--- src/rtl/vector_lane_serializer_pkg.sv ---
// rtl/vector_lane_serializer_pkg.sv - shared lane geometry constants and FSM state type
package vector_lane_serializer_pkg;
    localparam int LANES  = 6;
    localparam int LANE_W = 32;
    localparam int VEC_W  = LANES * LANE_W;
    localparam int IDX_W  = $clog2(LANES);

    typedef enum logic [0:0] {
        IDLE = 1'b0,
        SEND = 1'b1
    } state_t;
endpackage

--- src/rtl/vector_lane_serializer_lane_select.sv ---
// rtl/vector_lane_serializer_lane_select.sv - combinational pick of one lane from a packed vector
module lane_select #(
    parameter int LANES  = vector_lane_serializer_pkg::LANES,
    parameter int LANE_W = vector_lane_serializer_pkg::LANE_W
) (
    input  logic [LANES*LANE_W-1:0]  vec,
    input  logic [$clog2(LANES)-1:0] idx,
    output logic [LANE_W-1:0]        lane
);
    always_comb begin
        lane = '0;
        for (int k = 0; k < LANES; k++) begin
            if (idx == k[$clog2(LANES)-1:0]) begin
                lane = vec[k*LANE_W +: LANE_W];
            end
        end
    end
endmodule

--- src/rtl/vector_lane_serializer.sv ---
// rtl/vector_lane_serializer.sv - emits a registered multi-lane vector one lane per handshake
// VSER_REVERSE_EN: when defined, lanes go out from LANES-1 down to 0.
module vector_lane_serializer #(
    parameter int LANES  = vector_lane_serializer_pkg::LANES,
    parameter int LANE_W = vector_lane_serializer_pkg::LANE_W
) (
    input  logic                     clk,
    input  logic                     rst,
    input  logic                     in_valid,
    output logic                     in_ready,
    input  logic [LANES*LANE_W-1:0]  in_vec,
    output logic                     out_valid,
    input  logic                     out_ready,
    output logic [LANE_W-1:0]        out_data,
    output logic [$clog2(LANES)-1:0] out_idx,
    output logic                     out_last,
    output logic                     busy
);
    import vector_lane_serializer_pkg::*;

    localparam int IW = $clog2(LANES);

`ifdef VSER_REVERSE_EN
    localparam logic [IW-1:0] FIRST_IDX = IW'(LANES - 1);
    localparam logic [IW-1:0] LAST_IDX  = '0;
`else
    localparam logic [IW-1:0] FIRST_IDX = '0;
    localparam logic [IW-1:0] LAST_IDX  = IW'(LANES - 1);
`endif

    state_t                    state, state_nxt;
    logic [LANES*LANE_W-1:0]   vec_q;
    logic [IW-1:0]             cnt;
    logic                      accept;
    logic                      out_hs;

    assign accept = in_valid && in_ready;
    assign out_hs = out_valid && out_ready;

    always_ff @(posedge clk) begin
        if (!rst) begin
            state <= IDLE;
        end else begin
            state <= state_nxt;
        end
    end

    always_comb begin
        state_nxt = state;
        case (state)
            IDLE: if (accept) state_nxt = SEND;
            SEND: if (out_hs && out_last && !accept) state_nxt = IDLE;
            default: state_nxt = IDLE;
        endcase
    end

    // in_ready is forced low during reset so nothing can be loaded while rst=0.
    always_comb begin
        out_valid = (state == SEND);
        busy      = (state == SEND);
        out_last  = (state == SEND) && (cnt == LAST_IDX);
        in_ready  = rst && ((state == IDLE) || (out_last && out_ready));
    end

    // Vector only loads on acceptance; the counter stops at the final lane.
    always_ff @(posedge clk) begin
        if (!rst) begin
            vec_q <= '0;
            cnt   <= '0;
        end else if (accept) begin
            vec_q <= in_vec;
            cnt   <= FIRST_IDX;
        end else if (out_hs && !out_last) begin
`ifdef VSER_REVERSE_EN
            cnt <= cnt - 1'b1;
`else
            cnt <= cnt + 1'b1;
`endif
        end
    end

    lane_select #(
        .LANES  (LANES),
        .LANE_W (LANE_W)
    ) u_lane_select (
        .vec  (vec_q),
        .idx  (cnt),
        .lane (out_data)
    );

    assign out_idx = cnt;
endmodule

--- config.mk ---
export PLATFORM = sky130hd
export DESIGN_NAME = vector_lane_serializer
export DESIGN_NICKNAME = d
export VERILOG_FILES = /design/src/rtl/vector_lane_serializer_pkg.sv /design/src/rtl/vector_lane_serializer_lane_select.sv /design/src/rtl/vector_lane_serializer.sv
export SDC_FILE = /design/constraint.sdc
export NUM_CORES = 1
export LEC_CHECK = 0
export CELL_PAD_IN_SITES_DETAIL_PLACEMENT = 0
export CELL_PAD_IN_SITES_GLOBAL_PLACEMENT = 2
export CORE_MARGIN = 2
export CORE_UTILIZATION = 31
export CTS_CLUSTER_DIAMETER = 60
export DETAILED_ROUTE_END_ITERATION = 8
export HOLD_SLACK_MARGIN = 0.05
export PLACE_DENSITY_LB_ADDON = 0.1
export SLEW_MARGIN = 20
export SYNTH_ARGS = -nofsm -noshare
export SYNTH_HDL_FRONTEND = slang
export SYNTH_SLANG_ARGS = --single-unit
--- constraint.sdc ---
create_clock -name clk -period 4.1 [get_ports clk]
set_clock_uncertainty 0.1 [all_clocks]
set_input_delay 0.82 -clock clk [delete_from_list [all_inputs] [get_ports clk]]
set_output_delay 0.82 -clock clk [all_outputs]
set_load 0.005 [all_outputs]
==> out/metrics.yaml, run 1 <==
status: "complete, no violations"
grt_pass1_vias: 6756
antenna_found_initial: 3
die-height_um: 162
synthTopCellsByArea: "dfxtp_1 50%, a22o_1 22%, a221o_1 4.1%, a221oi_1 3.6%, nand2_1 3.2%"
drt_wl_total_mm: 25.0
cts_max_path_buffers: 2
vias: 6677
rsz0062_at_grt: "false"
vias_per_cell: 5.21
clock-root-buffer: "clkbuf_16"
setup_tns_ns: 0
use_met2: 0.292
peakVddDrop_uv: 225
end_kind: "output port"
slew_headroom: 0.454
drv_cap: 0
io_pins: 235
drive_gt1_frac: 0.0545
drv_slew: 0
clockPowerShare: 0.382
clk_pin_slew_ns: 0.07
cts_tree: "yes"
h-tree-depth: 4
holdBufCountCts: 0
crit_type: "reg -> out"
synth_fa_ha_area_frac: 0.00805
sw_frac_of_total: 0.253
finalNetCount: 1143
reg2reg_depth: 7
finalCritPeriodShare: 0.973
synth_xor_area_frac: 0
synth.distinct_cells: 24
leakage_nw: 4.06
r2r_slack_ns: 1.47
busiest_layer: "met2"
die-area_mm2: 0.0264
synth_mux_area_frac: 0
min_period_ns: 3.99
p_sw_mw: 1.10
synth-simple-area-share: 0.0726
ys_seq_area_frac: 0.505
antenna_left: 0
cp.required_ns: 3.18
met1_usage: 0.261
drtPass1Iterations: 5
clk_latency_ns: 0.42
p_seq_frac: 0.482
coreArea_mm2: 0.0245
fmax_ghz: 0.251
synth_warnings: 0
power.density_mw_per_mm2: 397
overflow: 0
gp_congestion: 0.797
comb_power_share: 0.137
min_path_cells: 1
hold_class: "reg -> reg"
synth_top_family_by_area: "compound AO/OA/AOI/OAI gates"
synth_fp_nets: 963
synth_compound_area_frac: 0.342
start_util: 0.318
place_area_mm2: 0.0103
grt_max_degree: 108
rows: 57
grt_pass1_wl_mm: 38.8
arrival_ns: 3.07
worst_slew_pin_slew_ns: 0.819
area_growth_syn_to_layout_pct: 40.2
hpwlAfterDp_mm: 16.5
die_w_um: 162
drt_iter0_markers: 581
yosysTopAreaCell: "dfxtp_1"
cts_sinks: 196
numCtsBuffers: 17
design_area_mm2: 0.0109
drc: 0
report.final.hold_viol_count: 0
gr-usage-all-layers: 0.189
setup_viol_count_final: 0
start_kind: "flip-flop"
netlist_area_mm2: 0.00777
synth_top_area_frac: 0.505
yosys_register_bits: 196
cp_max_fo: 32
wl_per_cell_um: 19.5
internal_power_mw: 3.23
syn_inst: 762
io_buffer_count: 234
syn_avg_cell_area_um2: 10.2
grtUsageMet3: 0.0474
-- logic make-up after synthesis --
logic type,Yosys count
compound gates,330
simple gates,111
buf+inv,120
fa+ha+maj,5
flops,196
-- layout by cell type (no fill, tap or decap), types with 2 or more instances in the layout --
| cell | count |
|---|---|
| a21oi_1 | 37 |
| a221o_1 | 32 |
| a221oi_1 | 32 |
| a22o_1 | 192 |
| buf_12 | 8 |
| buf_4 | 3 |
| clkbuf_16 | 17 |
| clkdlybuf4s50_1 | 234 |
| clkinv_2 | 3 |
| clkinv_4 | 3 |
| clkinvlp_4 | 2 |
| dfxtp_1 | 195 |
| diode_2 | 3 |
| ha_1 | 2 |
| ha_4 | 2 |
| inv_1 | 36 |
| inv_6 | 3 |
| inv_8 | 3 |
| nand2_1 | 66 |
| nand3_1 | 2 |
| nand3b_1 | 32 |
| nor2_1 | 2 |
| o21ai_0 | 35 |
-- critical path: stages, from the launching register on --
cell             delay, ns
dfxtp_1               0.38
ha_1                  0.23
ha_1                  0.18
or2_2                 0.59
a221oi_1              0.55
a221o_1               0.20
clkdlybuf4s50_1       0.49
-- power by group through the flow --
stage                     logic [mW]  clock network (mW)  registers, mW
final                          0.592                1.65           2.09
after global routing           0.641                1.78           2.10
after CTS                      0.596                1.70           2.09
after detailed placement       0.593                   0           2.13
after global placement         0.588                   0           2.13
after floorplan                0.281                   0           2.11
-- registers in the layout, summed over array words and instances, names as in the netlist --
name,cells
busy,1
out_idx,3
vec_q,192
-- metal layers --
metal,vias to the layer above,share of wire
li1,3256,-
met1,3198,0.48
met2,201,0.44
met3,22,0.061
met4,0,0.016
met5,-,0
-- path summary, 6_finish.rpt --
kind,start,end
max,out_idx[0],out_data[7]
min,vec_q[130],vec_q[130]
max reg2reg,out_idx[1],vec_q[78]
min reg2reg,vec_q[130],vec_q[130]
-- what timing repair did --
item,4_1_cts,5_1_grt
resized for setup,0,1
buffers inserted,0,0
endpoints found under the setup margin,0,1
-- through the flow --
step / util / power, mW / worst slack [ns] / cells / hold slack, ns
after floorplan: - / 2.39 / 1.16 / 762 / 0.349
after global placement: 0.421 / 2.71 / 0.636 / 1247 / 0.361
after detailed placement: 0.421 / 2.72 / 0.597 / 1247 / 0.364
after CTS: 0.445 / 4.38 / 0.118 / 1279 / 0.385
after global routing: 0.445 / 4.53 / 0.0249 / 1282 / 0.397
final: 0.445 / 4.33 / 0.110 / 1282 / 0.379
-- cell type report --
| type | instances | area [um^2] |
|---|---|---|
| inverters | 36 | 135 |
| well taps | 324 | 405 |
| clock buffers | 17 | 425 |
| multi-input cells | 446 | 3330 |
| clock inverters | 15 | 146 |
| diodes | 3 | 7.51 |
| fillers | 2348 | 13600 |
| repair buffers | 245 | 2520 |
| flip-flops and latches | 196 | 3930 |
-- synthesized netlist by cell type, drive strengths merged --
cell / instances
or3b: 1
a211oi: 1
ha: 5
nand2b: 1
clkbuf: 31
a22o: 192
or3: 1
or2: 1
and2: 2
nand2: 66
nand3: 2
and3: 2
nor2: 2
inv: 36
a221oi: 32
o21ai: 35
nand4: 1
nand3b: 32
buf: 53
a221o: 32
dfxtp: 196
a21oi: 38
Note: power is estimated with default switching activity, not from simulation.
==> run 2: changes to the inputs <==
--- a/config.mk
+++ b/config.mk
@@ -8,9 +8,10 @@
 export CELL_PAD_IN_SITES_DETAIL_PLACEMENT = 0
 export CELL_PAD_IN_SITES_GLOBAL_PLACEMENT = 2
 export CORE_MARGIN = 2
-export CORE_UTILIZATION = 31
-export CTS_CLUSTER_DIAMETER = 60
+export CORE_UTILIZATION = 41
+export CTS_CLUSTER_DIAMETER = 30
 export DETAILED_ROUTE_END_ITERATION = 8
+export DONT_BUFFER_PORTS = 1
 export HOLD_SLACK_MARGIN = 0.05
 export PLACE_DENSITY_LB_ADDON = 0.1
 export SLEW_MARGIN = 20
==> constraint.sdc (replaced) <==
create_clock -name clk -period 4.1 [get_ports clk]
set_clock_uncertainty 0.1 [all_clocks]
set_input_delay 0.82 -clock clk [delete_from_list [all_inputs] [get_ports clk]]
set_output_delay 0.82 -clock clk [all_outputs]
set_load 0.1 [all_outputs]
==> run 2 against run 1 <==
- register-to-register slack worse by 0.38 ns
- sequential share of layout area grew 7.2 points
- utilization increased by 4.2 points
- cell count fell by 23%
- global-route usage up 3.6 points
- via count decreased by 9.2%
- wire length is 7.9% lower
- power grew 3.0%
- clock-buffer cell count stayed put
- setup slack gained 0.32 ns
- critical path depth rose by 1
- maximum frequency is 8.8% higher
- critical path type unchanged
- largest power group unchanged
==> out/metrics.yaml, run 2 (synthesis results as in run 1) <==
critPathLaunch: "out_idx[1]"
final_cell_mix: "194 x dfxtp_1, 192 x a22o_1, 66 x nand2_1"
worst_slack_ns: 0.433  # +0.323 ns
setup_tns_ns: 0  # unchanged
fin_cells: 993  # -23%
vias_per_cell: 6.10  # +17%
reg2reg_depth: 5  # -2
gp_congestion: 0.822  # +3.1%
cp.required_ns: 3.18  # about the same
setup_viol_count_final: 0  # unchanged
cts_sinks: 196  # unchanged
hold_class: "reg -> reg"
cts_resized: 0  # unchanged
overflow: 0  # unchanged
crit_type: "reg -> out"
leakage_nw: 3.45  # -15%
gr-usage-all-layers: 0.225  # +0.0361
cts_max_path_buffers: 2  # unchanged
coreArea_mm2: 0.0186  # -24%
diodes: 0  # -3
finalPower_mw: 4.46  # +3.0%
slew_headroom: 0.261  # -0.193
die_w_um: 142  # -13%
rows: 50  # -12%
drtPass1Iterations: 5  # unchanged
dp_cells: 961  # -23%
h-tree-depth: 4  # unchanged
min-delay-start: "vec_q[112]"
sw_frac_of_total: 0.286  # +0.0327
clock-root-buffer: "clkbuf_16"
regArea_mm2: 0.00393  # about the same
io_buffer_count: 0  # -100%
rr_endpoint: "vec_q[143]"
min_path_cells: 1  # unchanged
drive_gt1_frac: 0.162  # +0.108
mostFrequentLayoutCell: "dfxtp_1"
hpwlAfterDp_mm: 15.0  # -9.2%
finalCritPeriodShare: 0.894  # -0.0787
worst_slew_pin_slew_ns: 1.11  # +0.289 ns
die-height_um: 142  # -13%
grt_pass1_vias: 5938  # -12%
r2r_slack_ns: 1.09  # -0.38 ns
drv_slew: 0  # unchanged
fillCellCount: 1698  # -28%
min_period_ns: 3.67  # -0.323 ns
report.final.hold_viol_count: 0  # unchanged
clockPowerShare: 0.383  # about the same
start_util: 0.417  # +0.0992
die-area_mm2: 0.0201  # -24%
holdBufCountCts: 0  # unchanged
clk_pin_slew_ns: 0.07  # about the same
multi_input_area_mm2: 0.00336  # +0.98%
place_area_mm2: 0.00849  # -18%
design_area_mm2: 0.00909  # -17%
io_pins: 235  # unchanged
p_seq_frac: 0.468  # -0.014
rsz0062_at_grt: "false"
wl_per_cell_um: 23.2  # +19%
hold_end: "vec_q[112]"
grt_pass1_wl_mm: 35.0  # -10%
vias: 6060  # -9.2%
antenna_left: 0  # unchanged
clk_latency_ns: 0.43  # about the same
grt_max_degree: 111  # +2.8%
drt_iter0_markers: 516  # -11%
arrival_ns: 2.75  # -0.32 ns
area_growth_syn_to_layout_pct: 17.0
p_sw_mw: 1.28  # +16%
largest_register: "vec_q"
start_kind: "flip-flop"
end_kind: "output port"
power.density_mw_per_mm2: 491  # +23%
cts_setup_buffers: 0  # unchanged
drt_wl_total_mm: 23.1  # -7.9%
finalNetCount: 947  # -17%
drc: 0  # unchanged
numCtsBuffers: 17  # unchanged
internal_power_mw: 3.18  # -1.5%
place_ws_ns: 0.909  # +0.312 ns
cts_tree: "yes"
peakVddDrop_uv: 262  # +16%
antenna_found_initial: 0  # -3
comb_power_share: 0.150  # +0.013
largest_reg_flops: 192  # unchanged
reg2reg_from: "out_idx[2]"
status: "complete, no violations"
drv_cap: 0  # unchanged
cp_max_fo: 28  # -13%
fmax_ghz: 0.273  # +8.8%
run 2: changes by cell type in the layout (fill, tap and decap cells not counted), moves of 2 or more:
cell             change
a221o_2             +32
buf_12              +25
clkinvlp_4           +2
clkinv_2             -2
buf_4               +13
diode_2              -3
clkdlybuf4s50_1    -234
a221o_1             -32
run 2: critical path: stages (launching register included):
cell and delay (ns):
dfxtp_1 0.42, inv_1 0.12, ha_4 0.27, o21ai_0 0.19, and2_1 0.39, buf_4 0.45, a221o_2 0.29, buf_12 0.18
run 2: routing by layer:
metal,part of all wire,track usage,vias up
met5,0,0,-
met4,0.012,0.0537,0
met3,0.097,0.0877,16
met2,0.44,0.336,221
met1,0.45,0.308,2958
li1,-,-,2865
run 2: power groups by stage:
stage	clock network (mW)	registers (mW)	logic [mW]
2_1_floorplan	0	2.12	0.487
3_3_place_gp	0	2.13	0.659
3_5_place_dp	0	2.13	0.669
4_1_cts	1.74	2.09	0.670
5_1_grt	1.82	2.10	0.708
6_report	1.71	2.09	0.668
run 2: layout make-up:
cell class | instances | share of cell area
flip-flops and latches | 196 | 0.432
well taps | 234 | 0.0322
inverters | 36 | 0.0149
multi-input cells | 446 | 0.370
clock buffers | 17 | 0.0468
clock inverters | 15 | 0.0187
repair buffers | 49 | 0.0859
run 2: how the worst max path moves through the flow:
stage,endpoint,slack [ns],cells past startpoint
6_report,out_data[9],0.43,7
5_1_grt,out_data[7],0.23,6
3_5_place_dp,out_data[9],0.91,6
2_1_floorplan,out_data[10],0.09,9
3_3_place_gp,out_data[8],0.98,7
4_1_cts,out_data[9],0.44,7
run 2: stage by stage:
stage	hold WS [ns]	util
2_1_floorplan	0.349	-
3_3_place_gp	0.361	0.456
3_5_place_dp	0.363	0.456
4_1_cts	0.385	0.488
5_1_grt	0.386	0.488
6_report	0.379	0.488
==> run 3: changes to the inputs <==
--- a/config.mk
+++ b/config.mk
@@ -5,7 +5,7 @@
 export SDC_FILE = /design/constraint.sdc
 export NUM_CORES = 1
 export LEC_CHECK = 0
-export CELL_PAD_IN_SITES_DETAIL_PLACEMENT = 0
+export CELL_PAD_IN_SITES_DETAIL_PLACEMENT = 1
 export CELL_PAD_IN_SITES_GLOBAL_PLACEMENT = 2
 export CORE_MARGIN = 2
 export CORE_UTILIZATION = 41
@@ -14,7 +14,6 @@
 export DONT_BUFFER_PORTS = 1
 export HOLD_SLACK_MARGIN = 0.05
 export PLACE_DENSITY_LB_ADDON = 0.1
-export SLEW_MARGIN = 20
 export SYNTH_ARGS = -nofsm -noshare
 export SYNTH_HDL_FRONTEND = slang
 export SYNTH_SLANG_ARGS = --single-unit
==> run 3 against run 2 <==
- setup slack worse by 0.047 ns
- hold slack gained 0.0037 ns
- global-route usage is 1.2 points higher
- clock-buffer cell count rose by 1
- via count rose by 1.5%
- die area is the same
- clock power grew 6%
- sequential share of layout area fell by 0.20 points
- critical path type unchanged
- critical endpoint is now out_data[21]
- largest cell class unchanged
==> out/metrics.yaml, run 3 (synthesis results as in run 1) <==
multi_input_area_mm2: 0.00336  # unchanged
cp_max_fo: 64  # +130%
drt_iter0_markers: 414  # -20%
status: "complete, no violations"
grt_pass1_wl_mm: 37.0  # +5.7%
arrival_ns: 2.79  # +0.04 ns
dp_cells: 961  # unchanged
cts_tree: "yes"
crit_family: "buffers and inverters"
clock-root-buffer: "clkbuf_16"
start_util: 0.417  # unchanged
min_period_ns: 3.71  # +0.0475 ns
rr_endpoint: "vec_q[11]"
critical-path-slowest-cell: "buf_4"
antenna_found_initial: 0  # unchanged
die-height_um: 142  # unchanged
gp_congestion: 0.822  # unchanged
grt_max_degree: 111  # unchanged
gr-usage-all-layers: 0.237  # +0.0115
vias: 6152  # +1.5%
overflow: 0  # unchanged
start_kind: "flip-flop"
largest_register: "vec_q"
mostFrequentLayoutCell: "dfxtp_1"
numCtsBuffers: 17  # unchanged
clk_pin_slew_ns: 0.07  # about the same
crit_path_cell_trace: "inv_1, ha_2, buf_4, nand3b_1, a221oi_1, a221o_2, buf_12"
hold_class: "reg -> reg"
reg2reg_depth: 5  # unchanged
fillCellCount: 2009  # +18%
min_path_cells: 1  # unchanged
antenna_left: 0  # unchanged
cts_setup_buffers: 0  # unchanged
fin_cells: 993  # unchanged
leakage_nw: 3.47  # +0.56%
r2r_slack_ns: 1.10  # about the same
diodes: 0  # unchanged
rows: 50  # unchanged
holdBufCountCts: 0  # unchanged
vias_per_cell: 6.20  # +1.5%
end_kind: "output port"
area_growth_syn_to_layout_pct: 17.5
drive_gt1_frac: 0.162  # unchanged
hpwlAfterDp_mm: 15.9  # +5.9%
worst_slack_ns: 0.386  # -0.0475 ns
die-area_mm2: 0.0201  # unchanged
final_cell_mix: "194 x dfxtp_1, 192 x a22o_1, 66 x nand2_1"
finalPower_mw: 4.57  # +2.4%
setup_tns_ns: 0  # unchanged
io_pins: 235  # unchanged
drc: 0  # unchanged
fmax_ghz: 0.269  # -1.3%
design_area_mm2: 0.00913  # +0.47%
io_buffer_count: 0  # unchanged
place_area_mm2: 0.00849  # unchanged
reg2reg_from: "out_idx[2]"
drt_wl_total_mm: 24.1  # +4.3%
finalNetCount: 947  # unchanged
report.final.hold_viol_count: 0  # unchanged
coreArea_mm2: 0.0186  # unchanged
cts_max_path_buffers: 2  # unchanged
max_stage_delay_ns: 0.63  # +0.18 ns
drtPass1Iterations: 5  # unchanged
clk_latency_ns: 0.42  # about the same
place_ws_ns: 0.867  # -0.0414 ns
rsz0062_at_grt: "false"
finalCritPeriodShare: 0.906  # +0.0116
regArea_mm2: 0.00393  # unchanged
slew_headroom: 0.274  # +0.0129
peakVddDrop_uv: 248  # -5.2%
drv_slew: 0  # unchanged
drv_cap: 0  # unchanged
die_w_um: 142  # unchanged
cp.required_ns: 3.18  # about the same
cp.buffers_inverters: 3  # unchanged
wl_per_cell_um: 24.2  # +4.3%
largest_reg_flops: 192  # unchanged
setup_viol_count_final: 0  # unchanged
hold_end: "vec_q[112]"
cts_sinks: 196  # unchanged
worst_slew_pin_slew_ns: 1.09  # -0.0194 ns
min-delay-start: "vec_q[112]"
h-tree-depth: 4  # unchanged
cts_resized: 0  # unchanged
power.density_mw_per_mm2: 500  # +1.9%
crit_type: "reg -> out"
grt_pass1_vias: 6273  # +5.6%
-- run 3: metal layers --
layer | up-vias | GRT usage | wire length, um
li1 | 2863 | - | -
met1 | 3086 | 0.324 | 11000
met2 | 190 | 0.367 | 11100
met3 | 13 | 0.0810 | 1810
met4 | 0 | 0.0442 | 193
met5 | - | 0 | 0
-- run 3: where the power goes --
group	switching [mW]	leakage, nW	internal (mW)	total (mW)
Sequential	0.0689	1.61	2.02	2.09
Combinational	0.424	1.56	0.248	0.672
Clock	0.760	0.300	1.05	1.81
-- run 3: worst max-delay path by stage --
stage	slack [ns]	end	cells past startpoint	from
3_3_place_gp	0.98	out_data[8]	7	out_idx[1]
4_1_cts	0.38	out_data[21]	7	out_idx[0]
6_report	0.39	out_data[21]	7	out_idx[0]
3_5_place_dp	0.87	out_data[21]	7	out_idx[0]
2_1_floorplan	0.09	out_data[10]	9	out_idx[2]
5_1_grt	0.23	out_data[8]	6	out_idx[0]
-- run 3: per-stage QoR --
step           hold slack (ns)  utilization
4_1_cts                  0.385        0.490
3_3_place_gp             0.361        0.456
6_report                 0.383        0.490
5_1_grt                  0.392        0.490
3_5_place_dp             0.363        0.456
2_1_floorplan            0.349            -
-- run 3: area by class of cell --
cell class	count	area share
Clock buffer	18	0.0481
Timing Repair Buffer	49	0.0855
Sequential cell	196	0.430
Multi-Input combinational cell	446	0.368
Clock inverter	14	0.0218
Inverter	36	0.0148
Tap cell	234	0.0321
